## src/rtl/trace_buffer_reader.sv

```systemverilog
// rtl/trace_buffer_reader.sv - dumps the circular trace buffer oldest-first as a lane-serialised word stream
module trace_buffer_reader #(
   parameter int N            = 8,
   parameter int DATA_WIDTH   = 32,
   parameter int TB_SIZE      = 64,
   parameter int READ_LATENCY = 1
) (
   input  logic                         clk,
   input  logic                         reset,
   input  logic                         start,
   input  logic [$clog2(TB_SIZE)-1:0]   tb_ptr,
   output logic [$clog2(TB_SIZE)-1:0]   tb_read_address,
   input  logic [DATA_WIDTH-1:0]        vector_in [N],
   input  logic                         compression_flag_in,
   output logic                         dumping,
   output logic                         out_valid,
   input  logic                         out_ready,
   output logic [DATA_WIDTH-1:0]        out_data,
   output logic                         out_flag,
   output logic                         out_first,
   output logic                         out_last,
   output logic                         done
);

   localparam int AW = $clog2(TB_SIZE);
   localparam int LW = (N > 1) ? $clog2(N) : 1;
   localparam int CW = $clog2(READ_LATENCY + 1);

   localparam logic [AW-1:0] ENTRY_MAX = AW'(TB_SIZE - 1);
   localparam logic [LW-1:0] LANE_MAX  = LW'(N - 1);
   localparam logic [CW-1:0] CNT_INIT  = CW'(READ_LATENCY);

   typedef enum logic [1:0] {IDLE, WAIT, SEND, DONE} state_t;

   state_t                  state_q, state_d;
   logic [AW-1:0]           addr_q, addr_d;
   logic [AW-1:0]           entry_q, entry_d;
   logic [LW-1:0]           lane_q, lane_d;
   logic [CW-1:0]           cnt_q, cnt_d;
   logic                    flag_q, flag_d;
   logic [DATA_WIDTH-1:0]   hold_q [N];
   logic [DATA_WIDTH-1:0]   hold_d [N];
   logic [AW-1:0]           oldest;
   logic [AW-1:0]           addr_next;

   // Depth need not be a power of two, so every increment wraps explicitly.
   assign oldest    = (tb_ptr == ENTRY_MAX) ? '0 : tb_ptr + AW'(1);
   assign addr_next = (addr_q == ENTRY_MAX) ? '0 : addr_q + AW'(1);

   always_ff @(posedge clk) begin
      if (reset) begin
         state_q <= IDLE;
         addr_q  <= '0;
         entry_q <= '0;
         lane_q  <= '0;
         cnt_q   <= '0;
         flag_q  <= 1'b0;
         for (int i = 0; i < N; i++) hold_q[i] <= '0;
      end else begin
         state_q <= state_d;
         addr_q  <= addr_d;
         entry_q <= entry_d;
         lane_q  <= lane_d;
         cnt_q   <= cnt_d;
         flag_q  <= flag_d;
         hold_q  <= hold_d;
      end
   end

   always_comb begin
      state_d = state_q;
      addr_d  = addr_q;
      entry_d = entry_q;
      lane_d  = lane_q;
      cnt_d   = cnt_q;
      flag_d  = flag_q;
      hold_d  = hold_q;
      case (state_q)
         IDLE: begin
            if (start) begin
               addr_d  = oldest;
               entry_d = '0;
               lane_d  = '0;
               cnt_d   = CNT_INIT;
               state_d = WAIT;
            end
         end
         // Address was registered on entry, so READ_LATENCY+1 cycles here line up with valid read data.
         WAIT: begin
            if (cnt_q == '0) begin
               hold_d  = vector_in;
               flag_d  = compression_flag_in;
               lane_d  = '0;
               state_d = SEND;
            end else begin
               cnt_d = cnt_q - CW'(1);
            end
         end
         SEND: begin
            if (out_ready) begin
               if (lane_q != LANE_MAX) begin
                  lane_d = lane_q + LW'(1);
               end else if (entry_q != ENTRY_MAX) begin
                  entry_d = entry_q + AW'(1);
                  addr_d  = addr_next;
                  cnt_d   = CNT_INIT;
                  state_d = WAIT;
               end else begin
                  state_d = DONE;
               end
            end
         end
         default: state_d = IDLE;
      endcase
   end

   assign tb_read_address = addr_q;
   assign dumping         = (state_q == WAIT) || (state_q == SEND);
   assign out_valid       = (state_q == SEND);
   assign done            = (state_q == DONE);
   assign out_data        = out_valid ? hold_q[lane_q] : '0;
   assign out_flag        = out_valid & flag_q;
   assign out_first       = out_valid && (lane_q == '0);
   assign out_last        = out_valid && (lane_q == LANE_MAX) && (entry_q == ENTRY_MAX);

endmodule
```

## config.mk

```make
export PLATFORM = sky130hd
export DESIGN_NAME = trace_buffer_reader
export DESIGN_NICKNAME = d
export VERILOG_FILES = /design/src/rtl/trace_buffer_reader.sv
export SDC_FILE = /design/constraint.sdc
export NUM_CORES = 1
export LEC_CHECK = 0
export BUFFER_PORTS_ARGS = -buffer_cell sky130_fd_sc_hd__buf_2
export CAP_MARGIN = 25
export CORE_UTILIZATION = 53
export DETAILED_ROUTE_END_ITERATION = 10
export PLACE_DENSITY = 0.8
export SYNTH_ARGS = -nofsm -noshare
export SYNTH_HDL_FRONTEND = slang
export SYNTH_SLANG_ARGS = --single-unit
```

## constraint.sdc

```tcl
create_clock -name clk -period 2.48 [get_ports clk]
set_input_delay 0.124 -clock clk [delete_from_list [all_inputs] [get_ports clk]]
set_output_delay 0.124 -clock clk [all_outputs]
set_load 0.01 [all_outputs]
```

; ---- After elaboration in Yosys (flattened, before gate mapping)
; Index checks and enable logic that the tools add are counted.
[totals]
register_bits = 275
latch_bits = 0
mem_bits_rw = 0
rom_bits = 0
inputBits = 267
out_inout_bits = 44
word_cells = 84
n_memories = 0
[op_classes]
n_addsub = 5
mul = 0
div = 0
magnitude_cmp = 1
eq_ne = 15
shift = 0
n_mux = 33
bitwise_logic = 3
reduce_logical = 13
[ops]
columns = op, n
row1 = binary-select mux 32 bit (select 3 bit), 1
row2 = two-way mux 32 bit, 3
row3 = two-way mux 6 bit, 10
row4 = one-hot mux 6 bit (2 select lines), 2
row5 = adder 6 x 1 -> 6 bit (second input constant), 3
row6 = equality test 6 bit (second input constant), 3
row7 = AND reduction 5 bit, 3
row8 = two-way mux 3 bit, 4
row9 = two-way mux 2 bit, 5
row10 = one-hot mux 3 bit (3 select lines), 1
row11 = != test 2 x 1 -> 1 bit (second input constant), 3
row12 = != test 2 bit (second input constant), 3
row13 = != test 6 bit (second input constant), 1
row14 = one-hot mux 2 bit (3 select lines), 1
row15 = two-way mux 1 bit, 5
row16 = equality test 2 bit (second input constant), 2
row17 = greater-or-equal comparator 4 bit (second input constant), 1
row18 = NOT 3 -> 4 bit, 1
row19 = AND reduction 4 bit, 1
row20 = adder 3 x 1 -> 3 bit (second input constant), 1
row21 = equality test 3 bit (second input constant), 1
row22 = logical AND 1 bit, 3
row23 = logical NOT 3 bit, 1
row24 = != test 3 bit (second input constant), 1
row25 = other kinds (10), 10

; ---- Depth between registers and ports, before layout
[logic_depth]
depth_word = 6
depth_mapped = 8
ltp_nobuf = 6

; ---- Worst setup path after synthesis
; OpenSTA, ideal clock, no wires.
[synth_timing]
path_type = register to register
from = register state_q[0]
to = register state_q[1]
setup_ps = 86
t_arrival_ps = 1734
t_required_ps = 2394
slack_ps = 661
path_stages_with_launch = 8
path_buffers = 1
synth_period_minus_slack_ps = 1819
cell_sequence = dfxtp_1 > inv_1 > ha_1 > buf_6 > a21boi_4 > or3_4 > a21o_1 > a211oi_1
[synth_via]
elab_chain_len = 3
word_cells_on_any_way = 9
cone_classes = eq/ne (6) / mux (1) / reduce/logical (2)
[synth_lines]
columns = item, line
row1 = from (decl), 35  ; state_t state_q, state_d;
row2 = from (signal assigned), 60  ; state_q <= state_d;
row3 = equality test 2 bit *, n/a
row4 = named net out_valid, 16  ; output logic out_valid,
row5 = != test 2 bit (no source line) or != test 2 x 1 -> 1 bit (tied branches), n/a
row6 = AND reduction 4 bit (no source line), n/a
; Mark *: on every way through the listed nets, which the timed path passes. The rest lies on a longest branch.
; A chain may end at the register's enable or synchronous reset.

; ---- Worst setup path after layout
[layout_timing]
from = register lane_q[0]
to = output out_data[25]
[layout_via]
elab_chain_len = 5
[layout_lines]
columns = item, line
row1 = from (decl), 38  ; logic [LW-1:0] lane_q, lane_d;
row2 = from (signal assigned), 63  ; lane_q <= lane_d;
row3 = NOT 3 -> 4 bit (not written as such), 121  ; assign out_data = out_valid ? hold_q[lane_q] : '0;
row4 = binary-select mux 32 bit (select 3 bit), 121
row5 = two-way mux 32 bit (not written as such) (2 in series), 121
row6 = two-way mux 32 bit, 121
row7 = to (decl), 18  ; output logic [DATA_WIDTH-1:0] out_data,
; No other way between the ends. The select of a mux whose other input is x is not followed.

==> metrics.md <==
| Metric | Value |
|---|---|
| Run status | `finished clean` |
| Antenna violations before repair | `9` |
| TritonRoute pass-1 iters | `6` |
| Reg2reg setup slack | `440 ps` |
| Num ports | `311` |
| Routed length per instance | `roughly 21 um` |
| Core Footprint | `0.02209 mm2` |
| Avg Cell Area, Syn | `8.529 um2` |
| Gr ovfl total | `0` |
| Hold Path Depth | `2` |
| RR Startpoint | `state_q[1]$_SDFFE_PP0P_` |
| Cell Rows | `54` |
| Max VDD drop | `between 0.5 and 0.6 mV` |
| Minimum clock period | `about 2500 ps` |
| Max FO, Critical Path | `19` |
| CTS root buffer | `clkbuf_16` |
| Highest Clock Rate | `0.4069 GHz` |
| First-pass GRT wire length | `around 73000 um` |
| PortBufs | `310` |
| Sequential share of the synthesized area | `45.55%` |
| Setup Skew | `9.897 ps` |
| Most used DFF post-synth | `dfxtp_1` |
| Global placer's final weighted congestion | `between 0.9 and 1` |
| Post-synth net total | `1695` |
| Max-cap violation count | `0` |
| Clock buffer depth | `3` |
| Worst R2R End | `hold_q[205]$_SDFFE_PP0P_` |
| Largest net degree at the start of global routing | `124` |
| Final period util | `99.09%` |
| Ratio of cells with drive above 1 in the final layout | `23.85%` |
| Crit path kind | `reg2out` |
| Ys Warns | `0` |
| Leakage | `roughly 0.0067 uW` |
| Die W | `153.0 um` |
| Starting Density | `54.70%` |
| Via count | `roughly 13000` |
| Tot GR Track Use | `40.12%` |
| CTS Sinks | `about 280` |
| DRC | `0` |
| Non-Filler Instances | `2239` |
| Post-Syn Area | `about 0.012 mm2` |
| Depth of the most critical reg-to-reg path | `6` |
| Total CTS buffers | `28` |
| Hold Path Class | `in2reg` |
| Die Area | `0.02341 mm2` |
| Total power | `~13000 uW` |
| Arr. time, crit path | `between 2000 and 2500 ps` |
| Via-to-Cell Ratio | `5.940` |
| DP HPWL | `24670 um` |
| Final setup fails | `0` |
| Worst Path Required | `2360 ps` |
| Min-delay src | `reset` |
| Die height | `153.0 um` |
| Slew Limit Fails | `0` |
| CTS tree | `done` |
| Crit. End Element | `primary output` |
| RSZ-0062 raised after global routing | `no` |
| Nets | `between 2000 and 2500` |
| 1st-iter DRT viols | `1635` |
| Reg clk slew, reported paths | `60 ps` |
| Hold endpoint | `state_q[0]$_SDFFE_PP0P_` |
| P per Cell Area | `725.4 mW/mm2` |
| Fin. Hold Viols | `0` |
| Post-Syn Instances | `1417` |
| Register bit total from synthesis | `275` |
| H-tree depth | `1` |
| Routed Antenna Nets | `0` |
| Fillers | `1274` |
| Routed Wire Length | `47400 um` |
| Placed insts | `1915` |
| Worst skew pair latency | `540 ps` |
| Area growth, synth to finish | `44.53%` |
| Relative slew slack | `51.39%` |
| Async set-reset flop share out of synthesis | `0%` |
| Number of synthesized flops with an enable pin | `0` |
| Worst-Margin Slew | `729.2 ps` |
| Synth cell types | `slightly above 40` |
| Vias in the first global route | `13630` |
| CP startpoint kind | `flip-flop` |
cell type report:
type                    instances  area [um2]  area share (%)
repair buffers                603        4576           26.20
clock inverters                 4       45.04          0.2579
multi-input cells            1020        6062           34.71
flip-flops and latches        275        5514           31.57
inverters                       4       15.01         0.08596
diodes                          9       22.52          0.1289
well taps                     280       350.3           2.006
clock buffers                  44       882.1           5.050
synthesized netlist by cell type (5+ instances only):
master	number	area, um2
nand2_1	521	1956
dfxtp_1	275	5505
a21oi_1	271	1356
clkbuf_1	67	251.5
mux4_2	64	1441
buf_2	39	195.2
nor2b_1	36	225.2
mux2i_1	35	350.3
ha_1	11	137.6
nand3_1	10	50.05
nor2_1	9	33.78
nand2b_1	8	50.05
buf_4	7	52.55
a211oi_1	6	45.04
nand4_1	5	31.28
o21ai_0	5	25.02
stage by stage:
stage | setup slack, ps | setup TNS (ps) | instance area (um2) | hold slack, ps | util, %
3_3_place_gp | 575.2 | 0 | 13810 | 366.3 | 62.50
2_1_floorplan | 660.6 | 0 | 12090 | 260.0 | -
4_1_cts | -20.45 | -31.24 | 17330 | 29.73 | 78.42
6_report | 22.64 | 0 | 17470 | 36.49 | 79.06
3_5_place_dp | 501.2 | 0 | 13810 | 370.1 | 62.50
5_1_grt | 2.906 | 0 | 17470 | 43.37 | 79.06
registers in the layout, summed over array words and instances (netlist names):
register         count
state_q              2
cnt_q                1
lane_q               3
flag_q               1
hold_q             256
tb_read_address      6
entry_q              6
worst max-delay path, cell delays in order, from the launching register on:
cell	delay (ps)
dfxtp_4	450
buf_16	240
mux4_2	540
mux2i_1	270
nor2b_1	120
buf_2	160
report_power, final:
part           total [uW]  internal [uW]  switching [uW]
sequential           5330           4960             373
clock                4270           2520            1750
combinational        3070           1340            1730
total               12700           8820            3850
cells in the final DEF (no fill, tap or decap), types with 3 or more instances in the layout:
cell type / netlist / routed
nand2_1: 521 / 521
buf_2: 39 / 309
dfxtp_1: 275 / 272
a21oi_1: 271 / 271
dlygate4sd3_1: 0 / 258
mux4_2: 64 / 64
nor2b_1: 36 / 34
mux2i_1: 35 / 33
clkbuf_16: 0 / 30
buf_4: 7 / 23
clkbuf_8: 0 / 11
nand3_1: 10 / 10
ha_1: 11 / 10
diode_2: 0 / 9
buf_12: 0 / 9
nor2_1: 9 / 8
nand2b_1: 8 / 7
a211oi_1: 6 / 6
nand4_1: 5 / 5
o21ai_0: 5 / 5
clkbuf_1: 67 / 5
inv_1: 4 / 4
and2_1: 4 / 4
nor3_1: 4 / 4
o31ai_1: 3 / 3
o32ai_1: 3 / 3
clkinv_2: 0 / 3
per-layer routing:
layer  part of all wire (%)  global-route usage, %  up-vias  wire length [um]
li1                       -                      -     5829                 -
met2                     47                  66.56      995             22490
met3                    9.8                  10.32      344              4658
met5                      0                      0        -                 0
met4                    9.1                  34.68        0              4304
met1                     34                  42.82     6131             15950
logic make-up after synthesis:
family          count (synthesis)  synth area share, %
compound gates                303                13.50
xor+xnor                        3               0.2175
fa+ha+maj                      11                1.139
buf+inv                       122                4.535
flops                         275                45.55
mux                            99                14.83
simple gates                  604                20.23
how the worst max path moves through the flow:
stage | to | slack [ps] | cells after the start | start
finish | out_data[25] | 20 | 5 | lane_q[0]$_SDFFE_PP0P_
global route | out_data[16] | 3 | 5 | lane_q[1]$_SDFFE_PP0P_
CTS | out_data[26] | -20 | 5 | lane_q[0]$_SDFFE_PP0P_
detailed placement | lane_q[1]$_SDFFE_PP0P_ | 500 | 6 | lane_q[0]$_SDFFE_PP0P_
global placement | out_data[19] | 580 | 5 | lane_q[0]$_SDFFE_PP0P_
floorplan | state_q[1]$_SDFFE_PP0P_ | 660 | 7 | state_q[0]$_SDFFE_PP0P_
timing repair:
item | 4_1_cts | 5_1_grt
cloned | 0 | 1
endpoints found under the setup margin | 5 | 28
endpoints found under the hold margin | 258 | 0
pin swaps | 0 | 0
resized for setup | 1 | 5
buffers inserted | 0 | 8
hold buffers | 258 | 0
No activity file was read; power rests on OpenSTA's default activity.
